===== config.mk =====
export PLATFORM = sky130hd
export DESIGN_NAME = scene_ctl
export DESIGN_NICKNAME = d
export VERILOG_FILES = /design/src/rtl/scene_pkg.sv /design/src/rtl/edge_rise.sv /design/src/rtl/scene_ctl.sv
export SDC_FILE = /design/constraint.sdc
export NUM_CORES = 1
export LEC_CHECK = 0
export BUFFER_PORTS_ARGS = -buffer_cell sky130_fd_sc_hd__buf_2
export CAP_MARGIN = 20
export CORE_AREA = 2 2 49 51
export CTS_CLUSTER_DIAMETER = 30
export DETAILED_ROUTE_END_ITERATION = 10
export DIE_AREA = 0 0 51 53
export PLACE_DENSITY = 0.71
export SYNTH_ARGS = -nofsm -noshare
export SYNTH_HDL_FRONTEND = slang
export SYNTH_SLANG_ARGS = --single-unit

===== constraint.sdc =====
create_clock -name i_pclk -period 1.7 [get_ports i_pclk]
set_input_delay 0.34 -clock i_pclk [delete_from_list [all_inputs] [get_ports i_pclk]]
set_output_delay 0.34 -clock i_pclk [all_outputs]
set_load 0.01 [all_outputs]

===== src/rtl/scene_pkg.sv =====
// Shared scene identifiers and transition rules for the scene controller and scene_mux.
package scene_pkg;

  localparam logic [1:0] MENU_ID      = 2'b00;
  localparam logic [1:0] BATTLE_ID    = 2'b01;
  localparam logic [1:0] ENDGAME_ID   = 2'b10;
  localparam logic [1:0] HOWTOPLAY_ID = 2'b11;

  localparam int ENDGAME_FRAMES_DEFAULT = 300;

  // Returns {valid, target}; the if/else order encodes battle_over > start > help > back.
  function automatic logic [2:0] scene_target(input logic [1:0] cur,
                                              input logic bo_ev, input logic start_ev,
                                              input logic help_ev, input logic back_ev);
    logic [2:0] t;
    t = 3'b000;
    case (cur)
      MENU_ID: begin
        if (start_ev)     t = {1'b1, BATTLE_ID};
        else if (help_ev) t = {1'b1, HOWTOPLAY_ID};
      end
      BATTLE_ID: begin
        if (bo_ev) t = {1'b1, ENDGAME_ID};
      end
      ENDGAME_ID: begin
        if (start_ev || back_ev) t = {1'b1, MENU_ID};
      end
      HOWTOPLAY_ID: begin
        if (back_ev) t = {1'b1, MENU_ID};
      end
      default: t = 3'b000;
    endcase
    return t;
  endfunction

endpackage


===== src/rtl/edge_rise.sv =====
// One-bit registered rising-edge detector with synchronous reset.
module edge_rise (
  input  logic i_pclk,
  input  logic i_rst,
  input  logic i_d,
  output logic o_rise
);

  logic d_q;

  always_ff @(posedge i_pclk) begin
    if (i_rst) d_q <= 1'b0;
    else       d_q <= i_d;
  end

  assign o_rise = i_d & ~d_q;

endmodule


===== src/rtl/scene_ctl.sv =====
// Scene controller: queues one scene request and commits it on the next vsync rise
// so scene_mux never switches mid-frame; ENDGAME returns to MENU after a frame timeout.
module scene_ctl
  import scene_pkg::*;
#(
  parameter int ENDGAME_FRAMES = ENDGAME_FRAMES_DEFAULT,
  parameter int FRAME_CNT_W    = 9
) (
  input  logic       i_pclk,
  input  logic       i_rst,
  input  logic       i_vs,
  input  logic       i_btn_start,
  input  logic       i_btn_help,
  input  logic       i_btn_back,
  input  logic       i_battle_over,
  output logic [1:0] o_sel,
  output logic       o_scene_start
);

  localparam logic [FRAME_CNT_W-1:0] LAST_FRAME = FRAME_CNT_W'(ENDGAME_FRAMES - 1);

  logic vs_ev, start_ev, help_ev, back_ev, bo_ev;

  edge_rise u_vs    (.i_pclk(i_pclk), .i_rst(i_rst), .i_d(i_vs),          .o_rise(vs_ev));
  edge_rise u_start (.i_pclk(i_pclk), .i_rst(i_rst), .i_d(i_btn_start),   .o_rise(start_ev));
  edge_rise u_help  (.i_pclk(i_pclk), .i_rst(i_rst), .i_d(i_btn_help),    .o_rise(help_ev));
  edge_rise u_back  (.i_pclk(i_pclk), .i_rst(i_rst), .i_d(i_btn_back),    .o_rise(back_ev));
  edge_rise u_bo    (.i_pclk(i_pclk), .i_rst(i_rst), .i_d(i_battle_over), .o_rise(bo_ev));

  logic                   pend_vld, pend_vld_n;
  logic [1:0]             pend_sel, pend_sel_n;
  logic [FRAME_CNT_W-1:0] frame_cnt, frame_cnt_n;
  logic [1:0]             sel_n;
  logic                   start_n;
  logic [2:0]             req;

  always_comb begin
    pend_vld_n  = pend_vld;
    pend_sel_n  = pend_sel;
    frame_cnt_n = frame_cnt;
    sel_n       = o_sel;
    start_n     = 1'b0;
    req         = scene_target(o_sel, bo_ev, start_ev, help_ev, back_ev);

    // Any commit cycle drops same-cycle requests, since they were judged against the old scene.
    if (vs_ev && pend_vld) begin
      sel_n      = pend_sel;
      start_n    = 1'b1;
      pend_vld_n = 1'b0;
      if (pend_sel == ENDGAME_ID) frame_cnt_n = '0;
    end else if (vs_ev && o_sel == ENDGAME_ID && frame_cnt == LAST_FRAME) begin
      sel_n   = MENU_ID;
      start_n = 1'b1;
    end else begin
      if (vs_ev && o_sel == ENDGAME_ID) frame_cnt_n = frame_cnt + 1'b1;
      if (!pend_vld && req[2]) begin
        pend_vld_n = 1'b1;
        pend_sel_n = req[1:0];
      end
    end
  end

  always_ff @(posedge i_pclk) begin
    if (i_rst) begin
      o_sel         <= MENU_ID;
      o_scene_start <= 1'b0;
      pend_vld      <= 1'b0;
      pend_sel      <= MENU_ID;
      frame_cnt     <= '0;
    end else begin
      o_sel         <= sel_n;
      o_scene_start <= start_n;
      pend_vld      <= pend_vld_n;
      pend_sel      <= pend_sel_n;
      frame_cnt     <= frame_cnt_n;
    end
  end

endmodule


* Word level (Yosys, flattened, before mapping)
Cells that the tools add are included.
** Cells by class
- Add/subtract/negate cells :: 1
- Equal/unequal tests :: 7
- Mux-type cells :: 14
- Bitwise gates (word level) :: 12
- Reduce and logical (&&, ||, !) cells :: 13
** Operators with widths (count)
- $mux 9 :: 4
- $mux 3 :: 5
- $pmux 3 s4 :: 1
- $add 9x1->9 const B :: 1
- $eq 9x9->1 const B :: 1
- $not 1->1 :: 7
- $eq 2x2->1 const B :: 3
- $reduce_and 3->1 :: 2
- $and 1x1->1 :: 5
- $logic_and 1x1->1 :: 4
- $mux 2 :: 2
- $reduce_bool 2->1 :: 2
- $eq 2x1->1 const B :: 1
- $logic_not 2->1 :: 1
- $mux 1 :: 2
- $ne 2x1->1 const B :: 1
- $ne 2x2->1 const B :: 1
- $reduce_and 2->1 :: 1
- $reduce_or 2->1 :: 1
- $logic_not 1->1 :: 1
- $logic_or 1x1->1 :: 1
** Word-level totals
- Register bits :: 20
- Input port bits :: 7
- Word-level logic and storage cells :: 57

* Longest topological paths before layout
- Depth in word-level cells :: 7
- Depth in mapped cells :: 5

* Modules after synthesis
From an unflattened synthesis, not the netlist that was laid out.
** Unflattened totals
- Cells, all modules :: 103
- Area, all modules :: 1027.2 sq um
** Modules (own cells, without submodules)
- scene_ctl :: instances 1, cells each 88, area each 789.5 sq um, sequential area each 300.3 sq um
- edge_rise :: instances 5, cells each 3, area each 47.5 sq um, sequential area each 20.0 sq um

* Worst setup path after synthesis
OpenSTA, ideal clock, no wires.
- Path kind :: reg-to-reg
- Start :: reg frame_cnt[4]
- End :: reg frame_cnt[8]
- Setup time :: 0.122 ns
- Arrival :: 1.529 ns
- Required time :: 1.578 ns
- Path slack :: 0.049 ns
- Stages on the path, launching flop included :: 6
- Path buffers :: 1
- Clock period less this slack :: 1.651 ns
- Cells stage by stage :: dfxtp_1 -> buf_6 -> or4b_4 -> o21ai_1 -> nor2_1 -> a221o_1
** Between the ends
- Word-level cells in the longest chain between the ends :: 4
- Elaborated cells between the ends (all ways) :: 8
** RTL lines
- start: declaration :: RTL line scene_ctl.sv:32 : logic [FRAME_CNT_W-1:0] frame_cnt, frame_cnt_n;
- start signal: assignment :: RTL line scene_ctl.sv:75 : frame_cnt <= frame_cnt_n;
- $add 9x1->9 / $eq 9x9->1 (equally long branches) :: RTL line scene_ctl.sv:55, scene_ctl.sv:51
- $mux 9 / $logic_and 1x1->1 (equally long branches) :: RTL line scene_ctl.sv:55, scene_ctl.sv:51
- $mux 9 / $ne 2x2->1 (equally long branches)
- $mux 9 / $reduce_and 3->1 (equally long branches)
Parallel ways exist; a longest one is shown, timed or not. The select of a mux whose other input is x is not followed.
A chain may end at the register's enable or synchronous reset.

* Worst setup path after layout
- Start :: reg frame_cnt[4]
- End :: reg frame_cnt[0]
** Between the ends
- Word-level cells in the longest chain between the ends :: 4
** RTL lines
- $eq 9x9->1 :: RTL line scene_ctl.sv:51 : end else if (vs_ev && o_sel == ENDGAME_ID && frame_cnt == LAST_FRAME) begin
- $logic_and 1x1->1 :: RTL line scene_ctl.sv:51
- $ne 2x2->1 (no line)
- $reduce_and 3->1 (no line)
Every way passes these cells.

==> results_dict.tcl <==
set metrics [dict create \
    outcome "finished, final reports clean" \
    grt_usage_pct 18.4 \
    swShare_pct 21.3 \
    hold_end "u_back.d_q" \
    cts_max_level 1 \
    synth.distinct_cells 47 \
    tns_ns 0 \
    postRouteAntennaNets 0 \
    met2_wirelength_um 953 \
    pwr-share-clk_pct 40.9 \
    core_um2 2150 \
    clkLatencyLatePin_ns 0.31 \
    critical_path_class "reg2reg" \
    yosysMostFrequentCell "dfxtp_1" \
    clk_path_buf_depth 2 \
    tritoncts "done" \
    rsz0062_at_grt "no" \
    wl_met3_um 58 \
    worst_r2r_endpoint "frame_cnt[0]" \
    p_leak_nw 0.482 \
    drcViolationCount 0 \
    cts_made_buffers 3 \
    wl_per_cell_um 13.9 \
    r2r_setup_slack_ns 0.07 \
    synth_top_area_share_pct 37.7 \
    worstRegToRegCells 4 \
    grt_remaining_overflow 0 \
    crit_family "simple AND/OR/NAND/NOR gates" \
    diodes 0 \
    grt_pass1_vias 840 \
    avgSynthCellArea_um2 9.48 \
    crit_path_start_kind "flip-flop" \
    initial_utilization_pct 49.4 \
    viasPerCell 5.90 \
    path_max_fanout 4 \
    period_share_pct 95.8 \
    switching_power_mw 0.206 \
    grt_pass1_wl_mm 3.67 \
    clock-sinks 20 \
    cp.arrival_ns 1.88 \
    drv_slew 0 \
    portBuffers 9 \
    hp-class "in2reg" \
    yosysWarnings 0 \
    final-setup-viol-count 0 \
    hold_depth 2 \
    seqPwrFrac_pct 51.0 \
    max_cap_violations 0 \
    clkTransAtPathRegs_ns 0.12 \
    placed_area_um2 1150 \
    die_area_um2 2700 \
    combPwrFrac_pct 8.1 \
    cp_num_buf_inv 0 \
    die-width_um 51 \
    cp_slowest_stage_delay_ns 0.59 \
    final_area_um2 1220 \
    hp-start "i_btn_back" \
    worstSetupEndpointType "flip-flop" \
    drive_gt1_share_pct 28.6 \
    p_int_mw 0.761 \
    netlist_instances 112 \
    routabilityCongestion 0.828 \
    skew_ns 0.00190 \
    max_freq_mhz 614 \
    synthArstFlopShare_pct 0 \
    ys_seq_elements 20 \
    synth-edff-count 0 \
    dp_hpwl_mm 1.51 \
    die_y_um 53 \
    hold_viol 0 \
    netlist_area_um2 1060 \
    min_period_ns 1.63 \
    cts_root_buffer "clkbuf_4" \
    vias 908 \
    yosysTopAreaCell "dfxtp_1" \
    drtPass1Iterations 4 \
    synthesis.nets 120 \
    wirelength_mm 2.14 \
    slew_headroom_pct 72.4 \
    crit_required_ns 1.96 \
    ys_seq_area_share_pct 37.7 \
    ys.flop_type "dfxtp_1" \
    peakVddDrop_mv 0.505 \
    hold_buffers 0 \
    r2r-start "frame_cnt[4]" \
    final_nets 135 \
    grt_max_degree 13 \
    worst_pin_slew_ns 0.411 \
    synth_commonest_cells "dfxtp_1 (20), a21oi_1 (7), nor2b_1 (7)" \
    critPathSlowestCell "or4b_4" \
    rows 17 \
    ioPinCount 10 \
    post_cts_buffers 0 \
    wl_met1_mm 1.09 \
    synth_area_leaders "dfxtp_1 (38%), nor2b_1 (4.1%), a21oi_1 (3.3%)" \
    antenna_found_initial 0 \
    critical_path.cell_chain "or4b_4, o211ai_4, mux2_1, nor2_1" \
    syn2layout_area_growth_pct 15.1 \
    p_per_area_nw_per_um2 791 \
    top_layer "met4" \
    drtIter0Drc 17 \
]
layout by cell type, fill, tap and decap left out, drive strengths merged, types with 4 or more instances in the layout:
cell type	n
nand3b	5
o21ai	4
nand2b	4
nor2b	7
and3	6
a21oi	7
nand2	5
dfxtp	20
buf	14
a31oi	4
state kept, by name (all words and copies together), names as in the netlist:
register       cells
frame_cnt          9
u_back.d_q         1
u_vs.d_q           1
pend_vld           1
u_bo.d_q           1
u_start.d_q        1
pend_sel           2
o_sel              2
u_help.d_q         1
o_scene_start      1
stage by stage:
step	std cells	hold WS [ns]	worst slack, ns	utilization (%)	power, mW
2_1_floorplan	112	0.440	0.0490	-	0.558
3_3_place_gp	150	0.460	0.0960	53.5	0.580
3_5_place_dp	150	0.466	0.0484	53.5	0.583
4_1_cts	154	0.243	0.0171	56.0	0.977
5_1_grt	154	0.256	0.00525	56.9	1.00
6_report	154	0.250	0.0714	56.9	0.967
power groups by stage:
stage / clock network (mW) / logic, mW / registers [mW]
after global placement: 0 / 0.0775 / 0.503
after global routing: 0.418 / 0.0884 / 0.496
final: 0.395 / 0.0788 / 0.493
after detailed placement: 0 / 0.0792 / 0.504
after CTS: 0.405 / 0.0796 / 0.493
after floorplan: 0 / 0.0560 / 0.502
per-layer routing:
| metal | global-route usage, % | vias to the layer above |
|---|---|---|
| li1 | - | 453 |
| met2 | 29.0 | 17 |
| met4 | 9.46 | 0 |
| met5 | 0 | - |
| met1 | 24.5 | 434 |
| met3 | 2.54 | 4 |
kinds of logic after synthesis:
kind of cell | Yosys count | share of synthesized area, %
AND/OR/NAND/NOR | 56 | 36.4
flip-flops | 20 | 37.7
buffers and inverters | 4 | 2.83
multiplexers | 3 | 2.94
adder cells (fa/ha/maj) | 1 | 1.18
AO/OA/AOI/OAI | 28 | 19.0
worst max path at each step:
stage | cells past startpoint | slack, ns | from | end
2_1_floorplan | 5 | 0.05 | frame_cnt[4] | frame_cnt[8]
3_3_place_gp | 4 | 0.1 | frame_cnt[5] | frame_cnt[8]
3_5_place_dp | 4 | 0.05 | frame_cnt[5] | frame_cnt[8]
4_1_cts | 4 | 0.02 | frame_cnt[5] | frame_cnt[8]
5_1_grt | 4 | 0.005 | frame_cnt[4] | frame_cnt[0]
6_report | 4 | 0.07 | frame_cnt[4] | frame_cnt[0]
layout make-up:
cell class,count,area (um^2)
clock buffers,3,22.5
clock inverters,1,30.0
fillers,187,926
multi-input cells,88,646
flip-flops and latches,20,407
well taps,28,35.0
repair buffers,14,82.6
timing repair:
item	in CTS	in global routing
gates resized for setup	0	9
hold endpoints to repair	0	0
setup endpoints to repair	0	6
Power figures use the tool's default switching activity.
